==> src/rtl/mem_arbiter_if.sv <==
// mem_arbiter_if
// One picorv32-style native memory bus link (valid/ready/addr/wdata/wstrb/rdata).
//   master modport : drives valid/addr/wdata/wstrb, receives ready/rdata
//   slave  modport : receives valid/addr/wdata/wstrb, drives ready/rdata
// wstrb == 0 marks a read; ready is a one-cycle completion pulse and rdata is
// only meaningful while ready is high.
interface mem_arbiter_if;
    logic        valid;
    logic        ready;
    logic [31:0] addr;
    logic [31:0] wdata;
    logic [3:0]  wstrb;
    logic [31:0] rdata;

    modport master (output valid, addr, wdata, wstrb, input ready, rdata);
    modport slave  (input valid, addr, wdata, wstrb, output ready, rdata);
endinterface

==> src/rtl/mem_arbiter.sv <==
// mem_arbiter
// Two-master round-robin arbiter for the native memory bus, with a watchdog
// that force-completes transactions the slave never acknowledges.
//   clk     : system clock, all state on the rising edge
//   rst     : asynchronous active-high reset
//   m0, m1  : slave-side links towards the two bus masters (CPU, DMA)
//   s       : master-side link towards the decode / chip-select fabric
//   owner   : currently granted master (holds its value while idle)
//   timeout : one-cycle pulse when the watchdog forces a completion
// Parameters:
//   TIMEOUT      : BUSY cycles without s.ready before forced completion, 0 = off
//   TIMEOUT_DATA : read data handed to the owner on a forced completion
module mem_arbiter #(
    parameter int          TIMEOUT      = 255,
    parameter logic [31:0] TIMEOUT_DATA = 32'hDEAD_BEEF
) (
    input  logic          clk,
    input  logic          rst,
    mem_arbiter_if.slave  m0,
    mem_arbiter_if.slave  m1,
    mem_arbiter_if.master s,
    output logic          owner,
    output logic          timeout
);

    localparam int              CNT_W    = (TIMEOUT < 2) ? 1 : $clog2(TIMEOUT + 1);
    localparam bit              WD_EN    = (TIMEOUT != 0);
    localparam logic [CNT_W-1:0] CNT_LAST = (TIMEOUT == 0) ? '0 : CNT_W'(TIMEOUT - 1);

    localparam logic [0:0] ST_IDLE = 1'b0;
    localparam logic [0:0] ST_BUSY = 1'b1;

    logic [0:0]       state_q, state_d;
    logic             owner_q, owner_d;
    logic             last_q,  last_d;
    logic [CNT_W-1:0] cnt_q,   cnt_d;

    logic        busy;
    logic        own_valid;
    logic        done_ok;
    logic        done_wd;
    logic        abort;
    logic        grant;
    logic [31:0] resp_data;

    // Completion / abort decode. A completion needs the owner still requesting;
    // s.ready wins over the watchdog when both land in the same cycle.
    always_comb begin
        busy      = (state_q == ST_BUSY);
        own_valid = owner_q ? m1.valid : m0.valid;
        done_ok   = busy && own_valid && s.ready;
        done_wd   = busy && own_valid && !s.ready && WD_EN && (cnt_q == CNT_LAST);
        abort     = busy && !own_valid;
        resp_data = done_wd ? TIMEOUT_DATA : s.rdata;
    end

    // Fabric side: only the owner's signals are forwarded; s.valid is gated
    // by state so nothing reaches the fabric during the arbitration cycle.
    assign s.valid = busy && own_valid;
    assign s.addr  = owner_q ? m1.addr  : m0.addr;
    assign s.wdata = owner_q ? m1.wdata : m0.wdata;
    assign s.wstrb = owner_q ? m1.wstrb : m0.wstrb;

    // Master side: the non-owner always sees ready=0 and rdata=0.
    assign m0.ready = (done_ok || done_wd) && !owner_q;
    assign m1.ready = (done_ok || done_wd) &&  owner_q;
    assign m0.rdata = owner_q ? 32'h0 : resp_data;
    assign m1.rdata = owner_q ? resp_data : 32'h0;

    assign owner   = owner_q;
    assign timeout = done_wd;

    always_comb begin
        state_d = state_q;
        owner_d = owner_q;
        last_d  = last_q;
        cnt_d   = cnt_q;
        grant   = 1'b0;
        case (state_q)
            ST_IDLE: begin
                if (m0.valid || m1.valid) begin
                    // On a tie the master not served last wins; otherwise
                    // whichever master is requesting.
                    grant   = (m0.valid && m1.valid) ? !last_q : m1.valid;
                    owner_d = grant;
                    cnt_d   = '0;
                    state_d = ST_BUSY;
                end
            end
            ST_BUSY: begin
                if (done_ok || done_wd || abort) begin
                    last_d  = owner_q;
                    state_d = ST_IDLE;
                end else begin
                    cnt_d = cnt_q + 1'b1;
                end
            end
            default: state_d = ST_IDLE;
        endcase
    end

    always_ff @(posedge clk or posedge rst) begin
        if (rst) begin
            state_q <= ST_IDLE;
            owner_q <= 1'b0;
            last_q  <= 1'b1;    // so m0 wins the first tie after reset
            cnt_q   <= '0;
        end else begin
            state_q <= state_d;
            owner_q <= owner_d;
            last_q  <= last_d;
            cnt_q   <= cnt_d;
        end
    end

endmodule

==> src/flat_wrapper.sv <==
// flat-port wrapper written by rule: the top's interface ports become plain ports
module mem_arbiter_flat 
#(
    parameter int          TIMEOUT      = 255,
    parameter logic [31:0] TIMEOUT_DATA = 32'hDEAD_BEEF
)
  (clk, rst, owner, timeout, m0_valid, m0_addr, m0_wdata, m0_wstrb, m0_ready, m0_rdata, m1_valid, m1_addr, m1_wdata, m1_wstrb, m1_ready, m1_rdata, s_valid, s_addr, s_wdata, s_wstrb, s_ready, s_rdata);
  mem_arbiter_if m0_i ();
  mem_arbiter_if m1_i ();
  mem_arbiter_if s_i ();
  input  logic clk;
  input  logic rst;
  output logic owner;
  output logic timeout;
  input wire logic [$bits(m0_i.valid)-1:0] m0_valid;
  input wire logic [$bits(m0_i.addr)-1:0] m0_addr;
  input wire logic [$bits(m0_i.wdata)-1:0] m0_wdata;
  input wire logic [$bits(m0_i.wstrb)-1:0] m0_wstrb;
  output wire logic [$bits(m0_i.ready)-1:0] m0_ready;
  output wire logic [$bits(m0_i.rdata)-1:0] m0_rdata;
  input wire logic [$bits(m1_i.valid)-1:0] m1_valid;
  input wire logic [$bits(m1_i.addr)-1:0] m1_addr;
  input wire logic [$bits(m1_i.wdata)-1:0] m1_wdata;
  input wire logic [$bits(m1_i.wstrb)-1:0] m1_wstrb;
  output wire logic [$bits(m1_i.ready)-1:0] m1_ready;
  output wire logic [$bits(m1_i.rdata)-1:0] m1_rdata;
  output wire logic [$bits(s_i.valid)-1:0] s_valid;
  output wire logic [$bits(s_i.addr)-1:0] s_addr;
  output wire logic [$bits(s_i.wdata)-1:0] s_wdata;
  output wire logic [$bits(s_i.wstrb)-1:0] s_wstrb;
  input wire logic [$bits(s_i.ready)-1:0] s_ready;
  input wire logic [$bits(s_i.rdata)-1:0] s_rdata;
  assign m0_i.valid = m0_valid;
  assign m0_i.addr = m0_addr;
  assign m0_i.wdata = m0_wdata;
  assign m0_i.wstrb = m0_wstrb;
  assign m0_ready = m0_i.ready;
  assign m0_rdata = m0_i.rdata;
  assign m1_i.valid = m1_valid;
  assign m1_i.addr = m1_addr;
  assign m1_i.wdata = m1_wdata;
  assign m1_i.wstrb = m1_wstrb;
  assign m1_ready = m1_i.ready;
  assign m1_rdata = m1_i.rdata;
  assign s_valid = s_i.valid;
  assign s_addr = s_i.addr;
  assign s_wdata = s_i.wdata;
  assign s_wstrb = s_i.wstrb;
  assign s_i.ready = s_ready;
  assign s_i.rdata = s_rdata;
  mem_arbiter #(.TIMEOUT(TIMEOUT), .TIMEOUT_DATA(TIMEOUT_DATA)) u_core (.clk(clk), .rst(rst), .m0(m0_i), .m1(m1_i), .s(s_i), .owner(owner), .timeout(timeout));
endmodule
==> config.mk <==
export PLATFORM = sky130hd
export DESIGN_NAME = mem_arbiter_flat
export DESIGN_NICKNAME = d
export VERILOG_FILES = /design/src/rtl/mem_arbiter_if.sv /design/src/rtl/mem_arbiter.sv /design/src/flat_wrapper.sv
export SDC_FILE = /design/constraint.sdc
export NUM_CORES = 1
export LEC_CHECK = 0
export ABC_AREA = 1
export BUFFER_PORTS_ARGS = -buffer_cell sky130_fd_sc_hd__buf_4
export CORE_AREA = 2 2 121 123
export DETAILED_ROUTE_END_ITERATION = 10
export DIE_AREA = 0 0 123 125
export HOLD_SLACK_MARGIN = 0.02
export PLACE_DENSITY = 0.57
export SYNTH_ARGS = -nofsm -noshare
export SYNTH_HDL_FRONTEND = slang
export SYNTH_SLANG_ARGS = --single-unit
==> constraint.sdc <==
create_clock -name clk -period 1.63 [get_ports clk]
set_input_delay 0.0815 -clock clk [delete_from_list [all_inputs] [get_ports clk]]
set_output_delay 0.0815 -clock clk [all_outputs]
set_load 0.02 [all_outputs]
==> results.md, run 1 <==
* Post-route setup TNS at -8.892 ns
* Cell area after layout at 0.005854 mm²
* Synthesized cell area at 0.002121 mm²
* Clk sink count at 11
* Total CTS buffers at 3
* Synth unique cells at 23
* Fill cells at 1484
* Hold Crit Class: in -> reg
* Post-Synthesis Cells at 430
* Worst EP required at 1.55 ns
* First-pass GRT wire length at 18230 µm
* Area contributors post-synth: nand2_1 43%, dfrtp_1 12%, a21oi_2 8.3%
* Final min period at 1.800 ns
* DRC viols at 0
* Total count of hold-check failures in the final report at 0
* Die area at 0.01538 mm²
* Root Driver: clkbuf_16
* Post-route ant nets at 0
* Chip Height at 125 µm
* Global-route congestion overflow total at 0
* Area share of the largest cell type after synthesis at 0.4319
* 1st-pass router iterations at 4
* Maxcap violations at 0
* Core area at 0.01420 mm²
* Largest stage delay, worst path at 0.49 ns
* Layout cells sized above 1 at 0.5591
* Antenna diode count at 0
* Placed Area at 0.005228 mm²
* DRT Wirelength at 12910 µm
* Setup Viol. Count Final at 93
* Util after Layout at 0.4122
* Failing checks: setup timing
* Critical Path Slowest Stage Cell: dfrtp_4
* Worst-path clk slew at 0.05 ns
* I/O pin count at 310
* Hold_sp: m1_valid
* Die W at 123 µm
* Worst r2r path cells at 8
* H-tree lvl count at 1
* Hold depth at 3
* CP Data Arrival Time at 1.72 ns
* Area leader, netlist: nand2_1
* Rows at 44
* Yosys warning count at 0
* Crit share post-route at 1.104
* Synthesized area per cell at 4.932 µm²
* Largest net degree at the start of global routing at 51
* Final worst setup slack at -0.1702 ns
* Max Freq at 555.5 MHz
* Worst Tran Pin Value at 0.4507 ns
* Critical path fanouts, max at 8
* Worst r2r src: u_core.owner
* Clock Skew at 0.003081 ns
* R2R Setup Slk at 0.16 ns
* Syn nets at 605
* Startpoint Class: register
* DR WL/cell at 13.78 µm
* Gpl congestion at 0.8110
* Via density at 4.022
* Slew Viols, Final at 0
* DRT iter0 DRCs at 67
* NumNets Final at 929
* Crit path cell chain: inv_4, nand2_4, a21oi_4, nand3_4, buf_12, buf_12, a21oi_2, buf_4
* Vias at 3769
* IO buf count at 309
* Most used cell, CP: buf_12
* Total chip power at 8.414 mW
* Initial antenna violation count at 0
* Total GRT Usage at 0.1499
* Critical Path End Type: primary output
* Worst-case clock buffer depth at 2
* Sequential-to-total area share from yosys stat at 0.1304
* Status: complete, but fails checks
* Hold EP: u_core.owner
* Dpl hpwl at 9727 µm
* RSZ-0062 raised after global routing: yes
* Vias in the first global route at 3439
* FF-to-FF End: u_core.cnt_q[2]
* Leakage power total at 3.219 nW
* Rel. slew slack at 0.6992
* Area growth syn-to-layout at 176.0%
* Clk_lat worst skew at 0.24 ns
* Setup CP Type: reg -> out
* Seq cells post-synth at 11
* CTS tree: yes
* Max rail drop VDD at 0.0006274 V
* Pwr dens at 1437 mW/mm²
* Starting Density at 0.1493
==> per-layer routing <==
metal / part of all wire / GRT usage / up-vias
li1: - / - / 1964
met1: 0.38 / 0.1743 / 1633
met2: 0.51 / 0.2766 / 162
met3: 0.096 / 0.03878 / 10
met4: 0.0097 / 0.02406 / 0
met5: 0 / 0 / -
==> metrics by stage <==
step | setup WS [ns] | hold WS, ns | instances
final | -0.1702 | 0.1057 | 937
after global placement | -0.02519 | 0.1232 | 924
after detailed placement | -0.04067 | 0.1257 | 924
after CTS | -0.1806 | 0.1003 | 936
after floorplan | -0.06690 | -0.06684 | 430
after global routing | -0.2426 | 0.1562 | 937
==> worst max path at each step <==
stage | endpoint | cells past startpoint | slack [ns] | startpoint
2_1_floorplan | m1_rdata[14] | 6 | -0.07 | u_core.owner
3_3_place_gp | m0_ready | 4 | -0.03 | u_core.owner
3_5_place_dp | m0_ready | 4 | -0.04 | u_core.owner
4_1_cts | m1_rdata[6] | 8 | -0.18 | u_core.owner
5_1_grt | m1_rdata[27] | 8 | -0.24 | u_core.owner
6_report | m1_rdata[26] | 8 | -0.17 | u_core.owner
==> worst max-delay path: cells and delay by family (launching register included) <==
family / cells / cell delay, ns
compound gates: 2 / 0.29
flops: 1 / 0.49
buf+inv: 4 / 0.54
simple gates: 2 / 0.15
==> sequential cells by signal (all words and copies together) (netlist names) <==
| name | flops |
|---|---|
| u_core.cnt_q | 8 |
| u_core.busy | 1 |
| u_core.last_q | 1 |
| u_core.owner | 1 |
==> cell usage after synthesis <==
master / number
dfstp_2: 1
nand2_2: 2
a21oi_2: 20
nand3_1: 14
nand3_2: 2
inv_1: 40
o21ai_1: 1
nor2_1: 12
a21oi_4: 1
dfrtp_1: 10
buf_6: 3
xor2_1: 2
buf_1: 4
clkinv_1: 1
nor3b_1: 2
nand2_1: 244
a21oi_1: 28
o21bai_1: 1
nor3_1: 16
clkbuf_1: 17
ha_1: 2
buf_2: 5
inv_2: 2
==> power breakdown <==
| group | leakage (nW) | switching [mW] | internal (mW) | total [mW] |
|---|---|---|---|---|
| registers | 0.144 | 0.0485 | 0.347 | 0.395 |
| clock network | 0.0382 | 0.136 | 0.330 | 0.466 |
| logic | 3.04 | 4.23 | 3.33 | 7.55 |
| total | 3.22 | 4.41 | 4.00 | 8.41 |
==> timing repair <==
item	4_1_cts	5_1_grt
hold buffers	1	0
endpoints found under the hold margin	10	0
buffers inserted	2	0
endpoints found under the setup margin	135	128
pin swaps	4	5
gates cloned	6	1
gates resized for setup	48	29
==> layout by cell type, fill, tap and decap left out, types with 4 or more instances in the layout <==
cell type,synthesis,layout
buf_4,0,290
nand2_1,244,243
buf_6,3,40
inv_1,40,39
a21oi_4,1,35
nand3_1,14,14
a21oi_2,20,14
nor2_1,12,11
dfrtp_1,10,9
nor3_4,0,8
nor3_1,16,6
buf_16,0,6
buf_12,0,6
clkbuf_16,0,4
==> area by class of cell <==
cell class	instances	area, µm²	area share
Inverter	43	163.9	0.02800
Clock buffer	4	78.83	0.01346
Sequential cell	11	280.3	0.04787
Tap cell	184	230.2	0.03932
Multi-Input combinational cell	347	2041	0.3486
Timing Repair Buffer	348	3060	0.5228
==> cells by family after synthesis <==
kind of cell             after synthesis  share of synthesized area
XOR/XNOR                               2                   0.008261
adder cells (fa/ha/maj)                2                    0.01180
AO/OA/AOI/OAI                         51                     0.1622
buffers and inverters                 72                     0.1410
AND/OR/NAND/NOR                      292                     0.5463
flip-flops                            11                     0.1304
Note: power is estimated with default switching activity, not from simulation.
==> run 2, diff against run 1 <==
--- a/config.mk
+++ b/config.mk
@@ -7,11 +7,13 @@
 export LEC_CHECK = 0
 export ABC_AREA = 1
 export BUFFER_PORTS_ARGS = -buffer_cell sky130_fd_sc_hd__buf_4
-export CORE_AREA = 2 2 121 123
+export CELL_PAD_IN_SITES_DETAIL_PLACEMENT = 1
+export CELL_PAD_IN_SITES_GLOBAL_PLACEMENT = 2
+export CORE_UTILIZATION = 10
 export DETAILED_ROUTE_END_ITERATION = 10
-export DIE_AREA = 0 0 123 125
 export HOLD_SLACK_MARGIN = 0.02
-export PLACE_DENSITY = 0.57
+export PLACE_DENSITY = 0.88
+export SKIP_CTS_REPAIR_TIMING = 1
 export SYNTH_ARGS = -nofsm -noshare
 export SYNTH_HDL_FRONTEND = slang
 export SYNTH_SLANG_ARGS = --single-unit
==> constraint.sdc (replaced) <==
create_clock -name clk -period 1.65 [get_ports clk]
set_input_delay 0.0825 -clock clk [delete_from_list [all_inputs] [get_ports clk]]
set_output_delay 0.0825 -clock clk [all_outputs]
set_load 0.02 [all_outputs]
==> results.md, run 2 (synthesized netlist as in run 1, its figures left out) <==
* Status: complete, but fails checks
* Failing checks: setup timing
* Clock network power share at 0.054 (about the same)
* Multi-input logic area at 0.001972 mm² (-3.4%)
* Internal power at 3.745 mW (-6.4%)
* Antenna diode count at 0 (unchanged)
* Hold_sp: m1_valid
* Logic gate share of total power at 0.897 (about the same)
* Hold depth at 3 (unchanged)
* Commonest non-fill, non-tap cell in the layout: buf_4
* Die area at 0.02179 mm² (+42%)
* Worst Tran Pin Value at 0.5003 ns (+0.04961 ns)
* Setup Viol. Count Final at 68 (-27%)
* Global-route congestion overflow total at 0 (unchanged)
* Hold Crit Class: in -> reg
* Max reg flops at 8 (unchanged)
* 1st-pass router iterations at 4 (unchanged)
* Die W at 147.6 µm (+20%)
* Max rail drop VDD at 0.0008333 V (+33%)
* Starting Density at 0.1035 (-0.04583)
* Rel. slew slack at 0.6665 (-0.03274)
* Worst r2r src: u_core.owner
* IO buf count at 309 (unchanged)
* DRC viols at 0 (unchanged)
* Clock Skew at 0.006012 ns (+0.002931 ns)
* R2R Setup Slk at 0.16 ns (about the same)
* Total count of hold-check failures in the final report at 0 (unchanged)
* Vias at 3889 (+3.2%)
* Worst-case clock buffer depth at 2 (unchanged)
* Clk_lat worst skew at 0.24 ns (about the same)
* Worst r2r path cells at 8 (unchanged)
* Register area at 280.3 µm² (unchanged)
* Slew Viols, Final at 0 (unchanged)
* Placed Area at 0.005210 mm² (-0.33%)
* Final worst setup slack at -0.2211 ns (-0.05092 ns)
* RSZ-0062 raised after global routing: yes
* NumNets Final at 926 (-0.32%)
* Setup CP Type: reg -> out
* First-pass GRT wire length at 19650 µm (+7.8%)
* DRT iter0 DRCs at 89 (+33%)
* Maxcap violations at 0 (unchanged)
* Total chip power at 8.203 mW (-2.5%)
* Total GRT Usage at 0.1109 (-0.03900)
* Vias in the first global route at 3927 (+14%)
* Leakage power total at 3.137 nW (-2.5%)
* Sw power at 4.458 mW (+1.1%)
* CP Data Arrival Time at 1.79 ns (+0.07 ns)
* Fill cells at 2569 (+73%)
* Most frequent cells in the layout: 302 x buf_4, 242 x nand2_1, 39 x inv_1
* Startpoint Class: register
* Placed Cells at 1000 (+8.2%)
* CTS tree: yes
* Non-filler cells, final at 1020 (+8.9%)
* Critical Path End Type: primary output
* Total CTS buffers at 3 (unchanged)
* DRT Wirelength at 14840 µm (+15%)
* Worst EP required at 1.57 ns (+0.02 ns)
* Clk sink count at 11 (unchanged)
* Chip Height at 147.6 µm (+18%)
* Root Driver: clkbuf_16
* Sw frac at 0.5435 (+0.01927)
* Pwr dens at 1423 mW/mm² (-1.0%)
* Area growth syn-to-layout at 171.9%
* Via density at 3.813 (-5.2%)
* H-tree lvl count at 1 (unchanged)
* Final min period at 1.871 ns
* Layout cells sized above 1 at 0.5627 (+0.003570)
* Part of the power in registers at 0.049 (+0.002)
* DR WL/cell at 14.55 µm (+5.6%)
* Core area at 0.02049 mm² (+44%)
* Most flops, register: u_core.cnt_q
* FF-to-FF End: u_core.cnt_q[0]
* Gpl congestion at 0.7294 (-10%)
* Dpl hpwl at 10580 µm (+8.8%)
* Max Freq at 534.4 MHz
* Cell area after layout at 0.005766 mm² (-1.5%)
* Critical path fanouts, max at 6 (-2)
* Initial antenna violation count at 0 (unchanged)
* Rows at 52 (+18%)
* Place WS at -0.01785 ns (+0.02282 ns)
* Largest net degree at the start of global routing at 86 (+69%)
* Crit share post-route at 1.134
* Post-route ant nets at 0 (unchanged)
* Worst-path clk slew at 0.04 ns (about the same)
* Hold EP: u_core.owner
* I/O pin count at 310 (unchanged)
run 2: final cells by class:
class | count | share of cell area
repair buffers | 345 | 0.5080
multi-input cells | 347 | 0.3420
well taps | 270 | 0.05859
flip-flops and latches | 11 | 0.04861
inverters | 43 | 0.02908
clock buffers | 4 | 0.01367
run 2: worst max path at each step:
| stage | startpoint | to | slack (ns) | cells past startpoint |
|---|---|---|---|---|
| 5_1_grt | u_core.owner | m1_rdata[17] | -0.29 | 7 |
| 3_3_place_gp | u_core.cnt_q[0] | m1_rdata[18] | 0.02 | 8 |
| 2_1_floorplan | u_core.owner | m0_rdata[14] | -0.03 | 7 |
| 6_report | u_core.owner | m1_rdata[18] | -0.22 | 8 |
| 3_5_place_dp | u_core.cnt_q[0] | m1_rdata[2] | -0.02 | 8 |
| 4_1_cts | u_core.cnt_q[0] | m1_rdata[2] | -0.28 | 8 |
run 2: per-layer routing:
metal | routed length (µm) | global-route usage
met5 | 0 | 0
met4 | 114 | 0.02113
met3 | 758 | 0.01204
met2 | 7750 | 0.2083
met1 | 6220 | 0.1354
run 2: power groups by stage:
stage | logic [mW] | clock network (mW) | registers (mW)
2_1_floorplan | 3.72 | 0 | 0.396
3_3_place_gp | 6.66 | 0 | 0.395
3_5_place_dp | 6.71 | 0 | 0.399
4_1_cts | 6.72 | 0.451 | 0.395
5_1_grt | 7.90 | 0.468 | 0.410
6_report | 7.36 | 0.440 | 0.402
run 2: worst max-delay path, cell delays in order, from the launching register on:
cell	delay [ns]
dfrtp_4	0.50
inv_4	0.07
nand2_4	0.05
a21oi_4	0.16
nand3_4	0.16
buf_4	0.18
clkbuf_16	0.15
a21oi_2	0.13
buf_4	0.15
run 2: stage by stage:
| stage | util | hold WS, ns | TNS [ns] |
|---|---|---|---|
| floorplan | - | -0.06584 | -0.6938 |
| global placement | 0.2542 | 0.1232 | 0 |
| detailed placement | 0.2542 | 0.1284 | -0.03675 |
| CTS | 0.2581 | -0.1244 | -14.89 |
| global route | 0.2813 | 0.1476 | -17.36 |
| finish | 0.2813 | 0.1345 | -10.84 |
